--- src/rtl/wb_regfile_pkg.sv ---
// Pipeline buffer types shared across stages: MEM/WB bundle and
// writeback-select encodings.
package Pipe_Buf_Reg_PKG;

    localparam int XLEN_W = 32;

    typedef enum logic [1:0] {
        WB_ALU_MEM = 2'b00,
        WB_PC4     = 2'b01,
        WB_IMM     = 2'b10,
        WB_PCIMM   = 2'b11
    } wb_sel_e;

    typedef struct packed {
        logic              RegWrite;
        logic              MemtoReg;
        logic [XLEN_W-1:0] Pc_Imm;
        logic [XLEN_W-1:0] Pc_Four;
        logic [XLEN_W-1:0] Imm_Out;
        logic [XLEN_W-1:0] Alu_Result;
        logic [XLEN_W-1:0] MemReadData;
        logic [4:0]        rd;
        logic [XLEN_W-1:0] Curr_Instr;
        wb_sel_e           RWSel;
    } mem_wb_reg;

endpackage

--- src/rtl/wb_regfile_mux.sv ---
// Writeback value selection from the MEM/WB bundle.
module wb_mux
    import Pipe_Buf_Reg_PKG::*;
#(
    parameter int XLEN = 32
) (
    input  mem_wb_reg        wb_in,
    output logic [XLEN-1:0]  wb_data
);

    always_comb begin
        wb_data = wb_in.Alu_Result;
        unique case (wb_in.RWSel)
            WB_ALU_MEM: wb_data = wb_in.MemtoReg ? wb_in.MemReadData
                                                 : wb_in.Alu_Result;
            WB_PC4:     wb_data = wb_in.Pc_Four;
            WB_IMM:     wb_data = wb_in.Imm_Out;
            WB_PCIMM:   wb_data = wb_in.Pc_Imm;
            default:    wb_data = wb_in.Alu_Result;
        endcase
    end

endmodule

--- src/rtl/wb_regfile.sv ---
// Writeback stage plus architectural register file with read bypass.
// Optional retire trace ports enabled by defining WB_TRACE_EN.
module wb_regfile
    import Pipe_Buf_Reg_PKG::*;
#(
    parameter int XLEN = 32,
    parameter int NREG = 32
) (
    input  logic            clk,
    input  logic            reset,
    input  mem_wb_reg       wb_in,
    input  logic [4:0]      rs1_addr,
    input  logic [4:0]      rs2_addr,
    output logic [XLEN-1:0] rs1_data,
    output logic [XLEN-1:0] rs2_data,
    output logic [XLEN-1:0] wb_data,
    output logic [4:0]      wb_rd,
    output logic            wb_we
`ifdef WB_TRACE_EN
    ,
    output logic [31:0]     retire_cnt,
    output logic [31:0]     last_instr
`endif
);

    logic [XLEN-1:0] regs_q [NREG];
    logic [XLEN-1:0] regs_d [NREG];

    wb_mux #(.XLEN(XLEN)) u_wb_mux (
        .wb_in   (wb_in),
        .wb_data (wb_data)
    );

    assign wb_rd = wb_in.rd;
    assign wb_we = wb_in.RegWrite && (wb_in.rd != 5'd0);

    always_comb begin
        regs_d = regs_q;
        if (wb_we) regs_d[wb_rd] = wb_data;
    end

    always_ff @(posedge clk or posedge reset) begin
        if (reset) begin
            for (int i = 0; i < NREG; i++) regs_q[i] <= '0;
        end else begin
            regs_q <= regs_d;
        end
    end

    // x0 reads zero; a pending write to the same register wins.
    always_comb begin
        rs1_data = '0;
        if (rs1_addr != 5'd0) begin
            if (wb_we && rs1_addr == wb_rd) rs1_data = wb_data;
            else                            rs1_data = regs_q[rs1_addr];
        end
    end

    always_comb begin
        rs2_data = '0;
        if (rs2_addr != 5'd0) begin
            if (wb_we && rs2_addr == wb_rd) rs2_data = wb_data;
            else                            rs2_data = regs_q[rs2_addr];
        end
    end

`ifdef WB_TRACE_EN
    logic [31:0] retire_cnt_q, retire_cnt_d;
    logic [31:0] last_instr_q, last_instr_d;

    // A zero instruction word is a bubble and does not retire.
    always_comb begin
        retire_cnt_d = retire_cnt_q;
        last_instr_d = last_instr_q;
        if (wb_in.Curr_Instr != 32'd0) begin
            retire_cnt_d = retire_cnt_q + 32'd1;
            last_instr_d = wb_in.Curr_Instr;
        end
    end

    always_ff @(posedge clk or posedge reset) begin
        if (reset) begin
            retire_cnt_q <= '0;
            last_instr_q <= '0;
        end else begin
            retire_cnt_q <= retire_cnt_d;
            last_instr_q <= last_instr_d;
        end
    end

    assign retire_cnt = retire_cnt_q;
    assign last_instr = last_instr_q;
`else
    logic unused_instr;
    assign unused_instr = ^wb_in.Curr_Instr;
`endif

endmodule

--- config.mk ---
export PLATFORM = sky130hd
export DESIGN_NAME = wb_regfile
export DESIGN_NICKNAME = d
export VERILOG_FILES = /design/src/rtl/wb_regfile_pkg.sv /design/src/rtl/wb_regfile_mux.sv /design/src/rtl/wb_regfile.sv
export SDC_FILE = /design/constraint.sdc
export NUM_CORES = 2
export LEC_CHECK = 0
export ABC_CLOCK_PERIOD_IN_PS = 47200
export CORE_MARGIN = 5
export CORE_UTILIZATION = 60
export CTS_CLUSTER_DIAMETER = 200
export CTS_CLUSTER_SIZE = 10
export DETAILED_ROUTE_END_ITERATION = 8
export PLACE_DENSITY = 0.84
export SYNTH_ARGS = -nofsm -noshare
export SYNTH_HDL_FRONTEND = slang
export SYNTH_HIERARCHICAL = 1
export SYNTH_SLANG_ARGS = --single-unit
export TNS_END_PERCENT = 5
--- constraint.sdc ---
create_clock -name clk -period 47.2 [get_ports clk]
set_input_delay 14.16 -clock clk [delete_from_list [all_inputs] [get_ports clk]]
set_output_delay 14.16 -clock clk [all_outputs]
set_load 0.005 [all_outputs]
==> metrics.csv <==
stage,metric,value,unit
worst_setup_path,worst endpoint required time,33.04,ns
timing,Final Hold Slack,0.391,ns
finish,"most common cell after layout, fill and taps aside",mux2_2,
clock_tree,H-tree levels,3,
worst_setup_path,worst-path maximum fanout,49,
worst_setup_path,CP Class,primary input to output pin,
worst_setup_path,CP arrival,19.12,ns
floorplan,Die Width,318,µm
detailed_routing,detailed-route wire length,185000,µm
global_route,vias in the first global route,41136,
finish,final net count,4222,
finish,"Design Area, Final",62700,µm²
yosys,sequential cell area fraction in the yosys report,0.450,
yosys,"EDFF count, synth",0,
floorplan,CORE AREA,94600,µm²
timing,part of the cycle the worst path needs,0.705,
global_route,largest net degree at the start of global routing,182,
floorplan,IO Pins,315,
timing,setup TNS,0,ns
place,Post-DP Area,59800,µm²
finish,top flop regs,regs_q x1024,
timing,clock skew,0,ns
clock_tree,CTS tree,built,
floorplan,die area,101000,µm²
timing,RSZ-0062 raised after global routing,no,
timing,Least-Margin Pin Slew,1.17,ns
floorplan,Die Span Y,318,µm
place,Routability Congestion,0.873,
global_route,gr ovfl total,0,
timing,Peak Freq,30.1,MHz
detailed_routing,DR vias,39666,
detailed_routing,Pre-antenna DRT Iters,6,
worst_setup_path,crit-path max cell delay,0.91,ns
timing,Slew Limit Fails,0,
pwr,leakage,0.0269,µW
timing,Max-slew headroom,0.219,
clock_tree,CTS sink count,1024,
yosys,Synth Cell Area,57000,µm²
yosys,register bit total from synthesis,1024,
yosys,syn_nets,4184,
clock_tree,post-CTS setup buffer count,0,
finish,"commonest non-fill, non-tap cells in the layout","mux2_2 (1,060), dfrtp_1 (1,024), mux4_2 (427), clkdlybuf4s50_1 (270), mux2i_1 (176)",
floorplan,initial core utilization,0.602,
worst_hold_path,Hold Crit Class,register to register,
yosys,Synth async-reset ratio,1.00,
worst_setup_path,CP Capture Type,output pin,
finish,Largest Register,regs_q,
yosys,top_reg_cell synth,dfrtp_1,
clock_tree,# hold bufs at CTS,0,
place,dpl cells,5160,
worst_setup_path,top cell family by delay on the critical path,buffers and inverters,
clock_tree,post-CTS resize count,0,
detailed_routing,residual DRC count,0,
job,Max Cap Violations,0,
pwr,Max VDD drop,0.0265,mV
place,PortBufs,282,
yosys,Syn Inst Count,3971,
detailed_routing,Final ANT Viol Nets,0,
timing,Final Setup Violations,0,
finish,Finished Layout Cells,5281,
detailed_routing,vias per std cell,7.51,
finish,max FFs per register,1024,
floorplan,Rows,113,
yosys,Synth warnings,6,
clock_tree,clock slew at reported path FFs,0.05,ns
clock_tree,buffer depth of the longest clock path,3,
finish,layout cells sized above 1,0.453,
run_status,status,finished clean,
global_route,first-pass GRT wire length,273000,µm
worst_setup_path,CP Launch Type,primary input,
global_route,total track usage,0.360,
timing,minimum clock period,33.28,ns
worst_setup_path,CP bufs+invs,6,
clock_tree,number of CTS-inserted buffers,112,
global_route,antenna violations before repair,0,
worst_setup_path,slowest CP cell,nor3_2,
yosys,"Avg Cell Area, Syn",14.4,µm²
detailed_routing,drt wl/cell,35.1,µm
place,post-detail-place hpwl,106000,µm
worst_setup_path,crit-path most repeated cell,buf_4,
worst_setup_path,CP Cell Sequence,clkbuf_8 > buf_4 > buf_4 > nor2_1 > buf_4 > and2_1 > nor3_2 > buf_4 > a221o_1 > clkdlybuf4s50_1,
detailed_routing,initial drt markers,5247,
yosys,synth unique cells,66,
finish,area grow syn2layout,10.0,%
clock_tree,clk_lat worst skew,0.68,ns
pwr,PD cells,41.9,nW/µm²
timing,Fin. Hold Viols,0,
clock_tree,Clock Root Buffer,clkbuf_16,
## cell families (layout without fill, tap and decap cells)
group / Yosys count / after routing / synth area share
mux: 1716 / 1716 / 0.422
flops: 1024 / 1024 / 0.450
buf+inv: 471 / 515 / 0.0461
compound gates: 396 / 396 / 0.0501
simple gates: 354 / 354 / 0.0310
xor+xnor: 10 / 10 / 0.00154
other cells: 0 / 1 / 0
## cell type report
class | count | area, µm²
fill | 6410 | 31900
multi-input combinational | 2476 | 28900
sequential | 1024 | 25600
timing repair buffer | 388 | 3630
clock buffer | 113 | 2830
tap | 1265 | 1580
clock inverter | 7 | 83.8
inverter | 7 | 33.8
antenna | 1 | 2.50
## path summary, 6_finish.rpt
check,slack (ns),end,cells past startpoint,from
hold / removal,0.39,regs_q[1011],0,regs_q[1011]
setup / recovery,13.92,rs1_data[20],10,rs1_addr[1]
min in group asynchronous,14.04,regs_q[377],2,reset
hold reg to reg,0.39,regs_q[1011],0,regs_q[1011]
setup reg to reg,46.36,regs_q[380],1,regs_q[380]
max in group asynchronous,30.68,regs_q[364],4,reset
## synth_stat cells, drive strengths merged, types with 41 or more instances
cell	number	area share
buf	266	0.033
mux2i	176	0.031
mux4	427	0.17
dfrtp	1024	0.45
o21ai	46	0.0041
a221oi	41	0.0064
mux2	1113	0.22
clkbuf	198	0.013
nor2	113	0.0075
a21oi	43	0.0038
nand2	51	0.0034
nor3	67	0.0061
o22ai	105	0.012
a211oi	44	0.0058
a221o	44	0.0078
## routing by layer
| layer | part of all wire | GRT usage |
|---|---|---|
| met5 | 0.00025 | 0.00331 |
| met3 | 0.13 | 0.119 |
| met1 | 0.36 | 0.480 |
| met4 | 0.066 | 0.193 |
| met2 | 0.44 | 0.529 |
## metrics by stage
step | util | power (µW) | worst slack (ns)
2_1_floorplan | - | 1660 | 4.22
3_3_place_gp | 0.632 | 1810 | 14.09
3_5_place_dp | 0.632 | 1850 | 14.06
4_1_cts | 0.663 | 2610 | 14.07
5_1_grt | 0.663 | 2720 | 13.93
6_report | 0.663 | 2620 | 13.92
## power breakdown
part | internal [µW] | switching [µW]
Combinational | 376 | 265
Clock | 419 | 344
Sequential | 1070 | 148
Total | 1870 | 757
Note: power is estimated with default switching activity, not from simulation.
